<file path="src/rtl/xosera_bus_host_pkg.sv">
// Shared definitions for the Xosera register-bus host: FSM states and byte
// ordering of 16-bit register words on the 8-bit bus.
package xv;

    typedef enum logic [2:0] {
        IDLE,
        SETUP,
        STROBE,
        HOLD,
        DONE
    } bus_state_e;

    // Even byte (bytesel = 0) carries the high half of the word.
    localparam bit BUS_EVEN_IS_HIGH = 1'b1;

    function automatic logic [7:0] bus_byte(input logic [15:0] word, input logic odd);
        if (odd == BUS_EVEN_IS_HIGH) begin
            return word[7:0];
        end
        return word[15:8];
    endfunction

endpackage

</file>
<file path="src/rtl/xosera_bus_host.sv">
// Host-side master for the Xosera 8-bit register bus: splits one 16-bit register
// access into two byte cycles, each with setup, chip-select strobe and hold.
module xosera_bus_host
    import xv::*;
#(
    parameter int SETUP_CYCLES  = 1,
    parameter int STROBE_CYCLES = 4,
    parameter int HOLD_CYCLES   = 1
) (
    input  logic        clk,
    input  logic        reset_n_i,
    input  logic        cmd_valid_i,
    output logic        cmd_ready_o,
    input  logic        cmd_rd_i,
    input  logic [3:0]  cmd_reg_i,
    input  logic [15:0] cmd_wdata_i,
    output logic        rsp_valid_o,
    output logic [15:0] rsp_rdata_o,
    output logic        bus_cs_n_o,
    output logic        bus_rd_nwr_o,
    output logic [3:0]  bus_reg_num_o,
    output logic        bus_bytesel_o,
    output logic [7:0]  bus_data_o,
    output logic        bus_data_oe_o,
    input  logic [7:0]  bus_data_i
);

    if (SETUP_CYCLES < 1 || SETUP_CYCLES > 15) begin : g_bad_setup
        $error("xosera_bus_host: SETUP_CYCLES must be 1..15");
    end
    if (STROBE_CYCLES < 1 || STROBE_CYCLES > 15) begin : g_bad_strobe
        $error("xosera_bus_host: STROBE_CYCLES must be 1..15");
    end
    if (HOLD_CYCLES < 1 || HOLD_CYCLES > 15) begin : g_bad_hold
        $error("xosera_bus_host: HOLD_CYCLES must be 1..15");
    end

    localparam logic [3:0] SETUP_LOAD  = 4'(SETUP_CYCLES - 1);
    localparam logic [3:0] STROBE_LOAD = 4'(STROBE_CYCLES - 1);
    localparam logic [3:0] HOLD_LOAD   = 4'(HOLD_CYCLES - 1);

    bus_state_e  state_q, state_d;
    logic        phase_q, phase_d;
    logic [3:0]  cnt_q, cnt_d;
    logic        cmd_rd_q, cmd_rd_d;
    logic [3:0]  cmd_reg_q, cmd_reg_d;
    logic [15:0] cmd_wdata_q, cmd_wdata_d;
    logic [7:0]  rd_even_q, rd_even_d;
    logic [7:0]  rd_odd_q, rd_odd_d;
    logic        ready_q, ready_d;
    logic        rsp_valid_q, rsp_valid_d;
    logic [15:0] rsp_rdata_q, rsp_rdata_d;
    logic        cs_n_q, cs_n_d;
    logic        rd_nwr_q, rd_nwr_d;
    logic [3:0]  reg_num_q, reg_num_d;
    logic        bytesel_q, bytesel_d;
    logic [7:0]  data_q, data_d;
    logic        oe_q, oe_d;
    logic        bus_active;
    logic        sample_rd;

    assign sample_rd = (state_q == STROBE) && (cnt_q == 4'd0) && cmd_rd_q;

    always_comb begin
        state_d     = state_q;
        phase_d     = phase_q;
        cnt_d       = cnt_q;
        cmd_rd_d    = cmd_rd_q;
        cmd_reg_d   = cmd_reg_q;
        cmd_wdata_d = cmd_wdata_q;
        rd_even_d   = rd_even_q;
        rd_odd_d    = rd_odd_q;
        rsp_valid_d = 1'b0;
        rsp_rdata_d = rsp_rdata_q;

        case (state_q)
            IDLE: begin
                // ready_q gates acceptance so nothing is taken in the first cycle out of reset.
                if (cmd_valid_i && ready_q) begin
                    cmd_rd_d    = cmd_rd_i;
                    cmd_reg_d   = cmd_reg_i;
                    cmd_wdata_d = cmd_wdata_i;
                    phase_d     = 1'b0;
                    state_d     = SETUP;
                    cnt_d       = SETUP_LOAD;
                end
            end
            SETUP: begin
                if (cnt_q == 4'd0) begin
                    state_d = STROBE;
                    cnt_d   = STROBE_LOAD;
                end else begin
                    cnt_d = cnt_q - 4'd1;
                end
            end
            STROBE: begin
                if (cnt_q == 4'd0) begin
                    state_d = HOLD;
                    cnt_d   = HOLD_LOAD;
                end else begin
                    cnt_d = cnt_q - 4'd1;
                end
                if (sample_rd) begin
                    if (phase_q) begin
                        rd_odd_d = bus_data_i;
                    end else begin
                        rd_even_d = bus_data_i;
                    end
                end
            end
            HOLD: begin
                if (cnt_q != 4'd0) begin
                    cnt_d = cnt_q - 4'd1;
                end else if (!phase_q) begin
                    phase_d = 1'b1;
                    state_d = SETUP;
                    cnt_d   = SETUP_LOAD;
                end else begin
                    state_d     = DONE;
                    cnt_d       = 4'd0;
                    rsp_valid_d = 1'b1;
                    // The response word only changes once both bytes of a read are in.
                    if (cmd_rd_q) begin
                        rsp_rdata_d = BUS_EVEN_IS_HIGH ? {rd_even_q, rd_odd_q}
                                                       : {rd_odd_q, rd_even_q};
                    end
                end
            end
            DONE: begin
                state_d = IDLE;
            end
            default: begin
                state_d = IDLE;
            end
        endcase

        // Bus outputs are registered from the next state so they align with state_q.
        bus_active = (state_d == SETUP) || (state_d == STROBE) || (state_d == HOLD);
        ready_d    = (state_d == IDLE);
        cs_n_d     = (state_d != STROBE);
        rd_nwr_d   = 1'b1;
        oe_d       = 1'b0;
        reg_num_d  = reg_num_q;
        bytesel_d  = bytesel_q;
        data_d     = data_q;
        if (bus_active) begin
            rd_nwr_d  = cmd_rd_d;
            oe_d      = !cmd_rd_d;
            reg_num_d = cmd_reg_d;
            bytesel_d = phase_d;
            data_d    = bus_byte(cmd_wdata_d, phase_d);
        end
    end

    always_ff @(posedge clk or negedge reset_n_i) begin
        if (!reset_n_i) begin
            state_q     <= IDLE;
            phase_q     <= 1'b0;
            cnt_q       <= 4'd0;
            ready_q     <= 1'b0;
            rsp_valid_q <= 1'b0;
            rsp_rdata_q <= 16'h0000;
            cs_n_q      <= 1'b1;
            rd_nwr_q    <= 1'b1;
            reg_num_q   <= 4'd0;
            bytesel_q   <= 1'b0;
            data_q      <= 8'h00;
            oe_q        <= 1'b0;
        end else begin
            state_q     <= state_d;
            phase_q     <= phase_d;
            cnt_q       <= cnt_d;
            ready_q     <= ready_d;
            rsp_valid_q <= rsp_valid_d;
            rsp_rdata_q <= rsp_rdata_d;
            cs_n_q      <= cs_n_d;
            rd_nwr_q    <= rd_nwr_d;
            reg_num_q   <= reg_num_d;
            bytesel_q   <= bytesel_d;
            data_q      <= data_d;
            oe_q        <= oe_d;
        end
    end

    // Command and read-byte holding registers need no reset: they are always
    // written before being used.
    always_ff @(posedge clk) begin
        cmd_rd_q    <= cmd_rd_d;
        cmd_reg_q   <= cmd_reg_d;
        cmd_wdata_q <= cmd_wdata_d;
        rd_even_q   <= rd_even_d;
        rd_odd_q    <= rd_odd_d;
    end

    assign cmd_ready_o   = ready_q;
    assign rsp_valid_o   = rsp_valid_q;
    assign rsp_rdata_o   = rsp_rdata_q;
    assign bus_cs_n_o    = cs_n_q;
    assign bus_rd_nwr_o  = rd_nwr_q;
    assign bus_reg_num_o = reg_num_q;
    assign bus_bytesel_o = bytesel_q;
    assign bus_data_o    = data_q;
    assign bus_data_oe_o = oe_q;

endmodule

</file>
<file path="config.mk">
export PLATFORM = sky130hd
export DESIGN_NAME = xosera_bus_host
export DESIGN_NICKNAME = d
export VERILOG_FILES = /design/src/rtl/xosera_bus_host_pkg.sv /design/src/rtl/xosera_bus_host.sv
export SDC_FILE = /design/constraint.sdc
export NUM_CORES = 1
export LEC_CHECK = 0
export BUFFER_PORTS_ARGS = -buffer_cell sky130_fd_sc_hd__buf_2
export CAP_MARGIN = 0
export CORE_MARGIN = 4
export CORE_UTILIZATION = 40
export DETAILED_ROUTE_END_ITERATION = 10
export GPL_TIMING_DRIVEN = 1
export RECOVER_POWER = 100
export SLEW_MARGIN = 10
export SYNTH_ARGS = -nofsm -noshare
export SYNTH_HDL_FRONTEND = slang
export SYNTH_SLANG_ARGS = --single-unit
export TNS_END_PERCENT = 100
</file>
<file path="constraint.sdc">
create_clock -name clk -period 3.3 [get_ports clk]
set_clock_uncertainty 0.1 [all_clocks]
set_input_delay 0.66 -clock clk [delete_from_list [all_inputs] [get_ports clk]]
set_output_delay 0.66 -clock clk [all_outputs]
set_load 0.005 [all_outputs]
</file>
Yosys cells after proc, flatten, opt, wreduce, memory -nomap -nowiden
Cells that the tools add are included.
W data, S select, Z words.
Word-level totals
  bits in registers: 79
  input bits: 32
  logic and storage cells: 72
Operators by class
  $add $sub $neg: 1
  eq/ne operators: 8
  mux-type cells: 29
  bitwise operators: 2
  reductions and logical operators: 15
Operators by type and width (count)
  $mux W16: 2
  $mux W4: 6
  $mux W8: 2
  $pmux W4 S4: 1
  $mux W3: 5
  $eq A3 B2 Y1 const B: 4
  $pmux W3 S4: 1
  $mux W1: 11
  $reduce_bool A4 Y1: 2
  $eq A3 B1 Y1 const B: 2
  $logic_not A3 Y1: 2
  $reduce_and A3 Y1: 2
  $logic_not A4 Y1: 1
  $reduce_and A4 Y1: 1
  $sub A4 B1 Y4 const B: 1
  $logic_and A1 B1 Y1: 3
  $ne A3 B2 Y1 const B: 1
  $logic_or A1 B1 Y1: 2
  $ne A2 B2 Y1 const B: 1
  $not A1 Y1: 2
  $pmux W1 S2: 1
  $reduce_and A2 Y1: 1
  $logic_not A1 Y1: 1

Logic depth before layout (Yosys ltp)
Gate-level depths: netlist of the first run.
  word-level depth: 8
  gate-level depth with buffers: 8

Worst setup path after synthesis of the first run
OpenSTA, ideal clock, no wires.
  path type: register -> register
  start: register cnt_q[0]
  end: register rd_odd_q[0] (enable)
  setup time: 0.385 ns
  arrival time: 1.911 ns
  required time: 2.815 ns
  path slack: 0.904 ns
  stages on the path, launching flop included: 7
  path buffers: 0
  cells stage by stage: dfrtp_1 > inv_1 > ha_1 > nor3b_4 > and3_4 > nand2_1 > nor3b_1
On the way
  longest elaborated chain between the ends: 4
RTL lines
  from (decl): line xosera_bus_host.sv:44  | logic [3:0] cnt_q, cnt_d;
  from (signal assigned): line xosera_bus_host.sv:172  | cnt_q <= cnt_d;
  $logic_not A4 Y1: line xosera_bus_host.sv:62  | assign sample_rd = (state_q == STROBE) && (cnt_q == 4'd0) && cmd_rd_q;
  $logic_and A1 B1 Y1 (2 in a row): line xosera_bus_host.sv:62
  $reduce_and A3 Y1 (no source line)
  to (signal assigned): line xosera_bus_host.sv:192  | rd_odd_q <= rd_odd_d;
  to (decl): line xosera_bus_host.sv:49  | logic [7:0] rd_odd_q, rd_odd_d;
No other way between the ends.
A chain may end at the register's enable or synchronous reset.

Worst setup path in the final report of the first run
  start: register state_q[0]
  end: register data_q[0] (netlist: bus_data_o[0])
On the way
  longest elaborated chain between the ends: 5
RTL lines
  from (decl): line xosera_bus_host.sv:42  | bus_state_e state_q, state_d;
  from (signal assigned): line xosera_bus_host.sv:170  | state_q <= state_d;
  $eq A3 B2 Y1 (tied with other cells): line xosera_bus_host.sv:76  | case (state_q)
  $pmux W3 S4 / $pmux W1 S2 (equally long branches): line xosera_bus_host.sv:76
  $eq A3 B1 Y1 (tied with other cells): line xosera_bus_host.sv:138  | bus_active = (state_d == SETUP) || (state_d == STROBE) || (state_d == HOLD);
  $logic_or A1 B1 Y1 / $mux W1 (equally long branches): line xosera_bus_host.sv:138, xosera_bus_host.sv:146
  $logic_or A1 B1 Y1 / $mux W8 (equally long branches): line xosera_bus_host.sv:138, xosera_bus_host_pkg.sv:20
  to (signal assigned): line xosera_bus_host.sv:180  | data_q <= data_d;
  to (decl): line xosera_bus_host.sv:57  | logic [7:0] data_q, data_d;
Several ways; a longest one is shown, not always the timed one. The select of a mux whose other input is x is not followed.

==> results by group, run 1 <==
Run status
  – Status: finished, final reports clean

Clock tree
  – Post CTS Setup Buffer Count: 0
  – H-Tree Depth: 3
  – CTS tree: built
  – CTS Buffer Depth: 2
  – Clk slew on worst S/H paths: 80 ps
  – Clock sinks: 79
  – Clock Latency Late Sink: 340 ps
  – Cells resized by post-CTS repair: 0
  – CTS buffer count: 9
  – Cts-stage hold buffer count: 0
  – Root Buffer: clkbuf_8

Power and ir drop
  – Clock network power share: 19.5%
  – Static Leak: 1.67 nW
  – Sw power: 1.13 mW
  – Cell Pwr Density: 911 nW/um2
  – Switching Share: 33.9%
  – Internal power: 2.20 mW
  – Sequential cell fraction of total power: 47.4%
  – Overall Power: 3.32 mW
  – Comb power frac: 33.1%
  – Peak supply drop: 0.000537 V

Place
  – Placed insts: 410
  – Placed Area: 3570 um2
  – Final GP Congestion: 0.750
  – Post-DP HPWL: 4200 um
  – DP Worst Slack: 914 ps
  – PortBufs: 65

Yosys
  – Netlist cell types: 42
  – Top-area cell type share of the netlist area: 31.7%
  – Main synth FF type: dfrtp_1
  – Part of the Yosys area used for sequential elements: 61.9%
  – Cells after Synth: 250
  – Post-synth net total: 284
  – Synth warn: 0
  – Dominant cell type by area after synthesis: dfrtp_1
  – Flops & latches, synth: 79
  – Synthesized area: 3160 um2
  – Top cells by area, synth: dfrtp_1 (32%), edfxtp_1 (15%), dfxtp_1 (13%), mux2_4 (4.8%), mux2_2 (4.6%)
  – Most common library cells after synthesis: dfrtp_1 (40), nand2_1 (39), dfxtp_1 (21)
  – Top-count cell post-synth: dfrtp_1
  – Syn avg cell area: 12.6 um2
  – Post-synth ARST share: 53.2%
  – EDFF count, synth: 16

STA
  – Hold slack: 339 ps
  – Worst Max-Slew Pin Slew: 948 ps
  – Final Hold Viols: 0
  – Final period utilization: 79.9%
  – Setup TNS: 0 ps
  – RSZ-0062 raised after global routing: no
  – Max Slew Vio Count: 0
  – Setup violators final: 0
  – Post-layout min period: 2640 ps
  – Crit path setup slack, layout: 664 ps
  – Slew HR: 36.8%
  – Fmax: 0.379 GHz

Critical path
  – Kind of critical path: reg2reg
  – CP startpoint: state_q[0]$_DFF_PN0_
  – Crit. End Element: flip-flop
  – Setup crit start kind: flip-flop
  – Worst EP arrival: 2780 ps
  – RR Startpoint: state_q[0]$_DFF_PN0_
  – Required time worst endpoint: 3440 ps
  – CP max FO: 22

GRT
  – Most used routing layer: met2
  – Initial antenna violation count: 0
  – Largest net degree at the start of global routing: 43
  – Grt met3 use: 5.77%
  – GR Layer Usage met2: 20.7%
  – Vias in the first global route: 2069
  – Overflow after GRT: 0
  – First-pass GRT wire length: 10500 um
  – Met1 Use GR: 18.8%
  – Total track usage: 13.9%

Finish
  – Layout cells sized above 1: 25.3%
  – Final instance count without filler cells: 426
  – Non-Filler Cell Area, Final: 3650 um2
  – # fillers: 766
  – Nets@finish: 353
  – Antenna diode count: 0
  – Final Util: 47.5%
  – Area of the multi-input gates: 1040 um2
  – Area delta synth->final: 15.7%
  – Register Area: 1950 um2

Min path
  – Hold path startpoint: cmd_wdata_q[4]$_DFF_P_
  – Hold WC Path Type: reg2reg

Detailed routing
  – Wire per inst: 14.3 um
  – Post-route ant nets: 0
  – Via density: 4.81
  – Drt total wl: 6110 um
  – # DRC: 0
  – DRT Pass-1 Iters: 4
  – Via count: 2050
  – Iter 0 DRT Violations: 94

Floorplan
  – Total core area: 7690 um2
  – # IOs: 66
  – Die Wd: 96.8 um
  – Die area: 9370 um2
  – Number of cell rows: 32
  – Initial core utilization: 41.0%
  – Die height: 96.8 um

Job
  – MaxCap Viol Count: 0
## sequential cells by signal (all words and copies together), names as in the netlist, 3 cells and up
register,count
state_q,3
rd_even_q,8
rd_odd_q,8
cmd_wdata_q,16
cmd_reg_q,4
rsp_rdata_o,16
bus_data_o,8
bus_reg_num_o,4
cnt_q,4
## worst paths after layout
check,slack (ps),depth (start not counted),endpoint
worst max register to register,660,6,bus_data_o[0]$_DFFE_PN0P_
max in group asynchronous,2150,1,bus_data_o[2]$_DFFE_PN0P_
worst max-delay path,660,6,bus_data_o[0]$_DFFE_PN0P_
worst min-delay path,340,2,cmd_wdata_q[4]$_DFF_P_
worst min register to register,340,2,cmd_wdata_q[4]$_DFF_P_
min in group asynchronous,360,1,rsp_rdata_o[3]$_DFFE_PN0P_
## power by group through the flow
stage / Sequential (mW) / Combinational [mW] / Clock [mW]
after floorplan: 1.54 / 0.881 / 0
final: 1.58 / 1.10 / 0.646
after CTS: 1.59 / 1.21 / 0.668
after global routing: 1.63 / 1.25 / 0.723
after global placement: 1.60 / 1.17 / 0
after detailed placement: 1.60 / 1.20 / 0
## layout by cell type (no fill, tap or decap), types with 11 or more instances in the layout
cell type and n:
buf_2 44, nand2_1 41, mux2_2 11, dfxtp_1 21, and3_1 11, edfxtp_1 16
o21ai_0 16, dfrtp_1 40, mux2_1 14, clkbuf_1 27
## cell families (layout without fill, tap and decap cells)
group / count (synthesis) / after routing / share of synthesized area, %
mux: 27 / 27 / 10.7
compound gates: 38 / 38 / 8.37
simple gates: 84 / 84 / 14.5
buf+inv: 19 / 93 / 3.41
flops: 79 / 79 / 61.9
xor+xnor: 1 / 1 / 0.278
fa+ha+maj: 2 / 2 / 0.793
## critical path, cell delays in order, from the launching register on
cell	delay [ps]
dfrtp_1	530
nand4bb_1	250
clkbuf_1	200
nor2_1	670
buf_4	370
o211ai_1	140
a31o_2	260
## final cells by class
class                           instances  area share [%]
Clock inverter                          7            1.58
Inverter                                5           0.514
Sequential cell                        79            53.5
Multi-Input combinational cell        152            28.5
Tap cell                              102            3.50
Clock buffer                            9            3.39
Timing Repair Buffer                   72            9.02
## layer usage
metal / routed length (um) / up-vias
li1: - / 1026
met1: 2930 / 967
met2: 2770 / 50
met3: 338 / 7
met4: 66 / 0
met5: 0 / -
Power figures use the tool's default switching activity.
==> inputs of run 2 (changes only) <==
--- a/config.mk
+++ b/config.mk
@@ -5,6 +5,7 @@
 export SDC_FILE = /design/constraint.sdc
 export NUM_CORES = 1
 export LEC_CHECK = 0
+export ABC_AREA = 1
 export BUFFER_PORTS_ARGS = -buffer_cell sky130_fd_sc_hd__buf_2
 export CAP_MARGIN = 0
 export CORE_MARGIN = 4
==> constraint.sdc (replaced) <==
create_clock -name clk -period 2.62 [get_ports clk]
set_clock_uncertainty 0.1 [all_clocks]
set_input_delay 0.524 -clock clk [delete_from_list [all_inputs] [get_ports clk]]
set_output_delay 0.524 -clock clk [all_outputs]
set_load 0.005 [all_outputs]
==> run 2 against run 1 <==
Effect of this change: non-clock buffer count decreased by 2; count of clock-buffer cells in the layout did not move; worst setup slack got worse by 220 ps; sequential cell count unchanged; die area rose by 3.9%; core utilization rose by 1.6 points; critical endpoint is now bus_data_o[7]$_DFFE_PN0P_; largest power group unchanged.
==> results by group, run 2 <==
Run status
  – Status: finished, final reports clean

Detailed routing
  – Via density: 4.68
  – Wire per inst: 13.0 um
  – # DRC: 0
  – Via count: 2507
  – DRT Pass-1 Iters: 4
  – Iter 0 DRT Violations: 98
  – Post-route ant nets: 0
  – Drt total wl: 6960 um

STA
  – Worst Max-Slew Pin Slew: 1200 ps
  – Fmax: 0.459 GHz
  – Hold slack: 261 ps
  – Setup TNS: 0 ps
  – Max Slew Vio Count: 0
  – Setup violators final: 0
  – Final Hold Viols: 0
  – Final period utilization: 83.2%
  – Crit path setup slack, layout: 439 ps
  – Post-layout min period: 2180 ps
  – Slew HR: 19.8%
  – RSZ-0062 raised after global routing: no

Yosys
  – Dominant cell type by area after synthesis: dfrtp_1
  – Flops & latches, synth: 79
  – Part of the Yosys area used for sequential elements: 59.4%
  – Post-synth ARST share: 53.2%
  – Synth warn: 0
  – Top-area cell type share of the netlist area: 30.4%
  – Most common library cells after synthesis: nand2_1 (163), nand3_1 (49), dfrtp_1 (40)
  – Netlist cell types: 28
  – Syn avg cell area: 9.14 um2
  – Top cells by area, synth: dfrtp_1 (30%), nand2_1 (19%), edfxtp_1 (15%), dfxtp_1 (13%), nand3_1 (7.5%)
  – Cells after Synth: 360
  – Post-synth net total: 394
  – Synthesized area: 3290 um2
  – EDFF count, synth: 16
  – Main synth FF type: dfrtp_1
  – Top-count cell post-synth: nand2_1

Place
  – Final GP Congestion: 0.798
  – PortBufs: 65
  – Post-DP HPWL: 4940 um
  – DP Worst Slack: 532 ps

GRT
  – Vias in the first global route: 2322
  – Total track usage: 14.8%
  – Largest net degree at the start of global routing: 23
  – Initial antenna violation count: 0
  – First-pass GRT wire length: 11400 um
  – Overflow after GRT: 0

Finish
  – Most frequent cells in the layout: nand2_1 (166), nand3_1 (49), buf_2 (45)
  – Commonest non-fill, non-tap cell in the layout: nand2_1
  – Layout cells sized above 1: 19.6%
  – Antenna diode count: 0
  – Nets@finish: 463
  – Area delta synth->final: 17.1%
  – Final Util: 49.1%

Critical path
  – Required time worst endpoint: 2800 ps
  – CP max FO: 15
  – Critical Path Most Common Cell: nand2_1
  – Kind of critical path: reg2reg
  – CP cell instances: nand2_1 -> inv_1 -> nand3_2 -> buf_4 -> nand2_1 -> nand2_1 -> nand2_1 -> nand2_1 -> nand2_1
  – Cell family with most CP delay: simple AND/OR/NAND/NOR gates
  – Slowest CP cell: dfrtp_1
  – Slowest stage delay, CP: 500 ps
  – Setup crit start kind: flip-flop
  – Worst EP arrival: 2360 ps
  – CP Buf/Inv Count: 2
  – Crit. End Element: flip-flop

Power and ir drop
  – Cell Pwr Density: 1190 nW/um2
  – Static Leak: 2.02 nW
  – Overall Power: 4.58 mW
  – Peak supply drop: 0.000472 V

Floorplan
  – Die Wd: 98.7 um
  – Total core area: 7850 um2
  – Die area: 9740 um2
  – Initial core utilization: 41.9%
  – # IOs: 66
  – Number of cell rows: 32
  – Die height: 98.7 um

Clock tree
  – Clock Latency Late Sink: 340 ps
  – CTS tree: built
  – CTS buffer count: 9
  – Post CTS Setup Buffer Count: 0
  – CTS Buffer Depth: 2
  – Cells resized by post-CTS repair: 0
  – Cts-stage hold buffer count: 0
  – Root Buffer: clkbuf_8
  – Clock sinks: 79
  – H-Tree Depth: 3
  – Clk slew on worst S/H paths: 90 ps

Job
  – MaxCap Viol Count: 0

Min path
  – Hold WC Path Type: in2reg
-- run 2: cell count changes after synthesis, moves of 5 or more --
cell and change:
nand3_1 +41, nand2_4 +5, o21ai_0 -11, mux2_2 -13
inv_2 +5, nand2_1 +124, mux2_4 -10, and3_1 -10
or3_1 -8, o211ai_1 -8, inv_1 +7, a31o_1 -5
-- run 2: final cells by class --
class | count | area, um2
clock buffers | 9 | 124
clock inverters | 7 | 103
fillers | 789 | 4000
inverters | 17 | 63.8
multi-input cells | 252 | 1150
flip-flops and latches | 79 | 1950
well taps | 102 | 128
repair buffers | 70 | 328
-- run 2: where the power goes --
part           switching [mW]  internal, mW
registers               0.217          1.66
clock network           0.468         0.550
logic                    1.13         0.559
-- run 2: path summary, 6_finish.rpt --
path / to / startpoint / slack [ps] / depth (start not counted)
max in group asynchronous: bus_cs_n_o$_DFF_PN1_ / reset_n_i / 940 / 2
min in group asynchronous: rsp_rdata_o[1]$_DFFE_PN0P_ / reset_n_i / 300 / 1
worst max-delay path: bus_data_o[7]$_DFFE_PN0P_ / cmd_ready_o$_DFF_PN0_ / 440 / 9
worst max register to register: bus_data_o[7]$_DFFE_PN0P_ / cmd_ready_o$_DFF_PN0_ / 440 / 9
worst min register to register: cmd_wdata_q[10]$_DFF_P_ / cmd_wdata_q[10]$_DFF_P_ / 360 / 2
worst min-delay path: rd_even_q[4]$_DFFE_PP_ / bus_data_i[4] / 260 / 1
-- run 2: cell families (layout without fill, tap and decap cells) --
| family | Yosys count | in the layout | share of synthesized area [%] |
|---|---|---|---|
| compound gates | 9 | 9 | 1.52 |
| xor+xnor | 2 | 2 | 0.533 |
| fa+ha+maj | 2 | 2 | 0.761 |
| flops | 79 | 79 | 59.4 |
| buf+inv | 29 | 103 | 4.87 |
| simple gates | 239 | 239 | 32.9 |
-- run 2: through the flow --
stage               instances  cell area [um2]
floorplan                 360             3290
global placement          520             3680
detailed placement        520             3680
CTS                       536             3910
global route              536             3850
finish                    536             3850
-- run 2: layer usage --
metal  global-route usage [%]  wire length, um  vias to the layer above
li1                         -                -                     1289
met1                     20.5             3380                     1165
met2                     22.4             3240                       48
met3                     3.47              242                        5
met4                     5.99               86                        0
met5                        0                0                        -
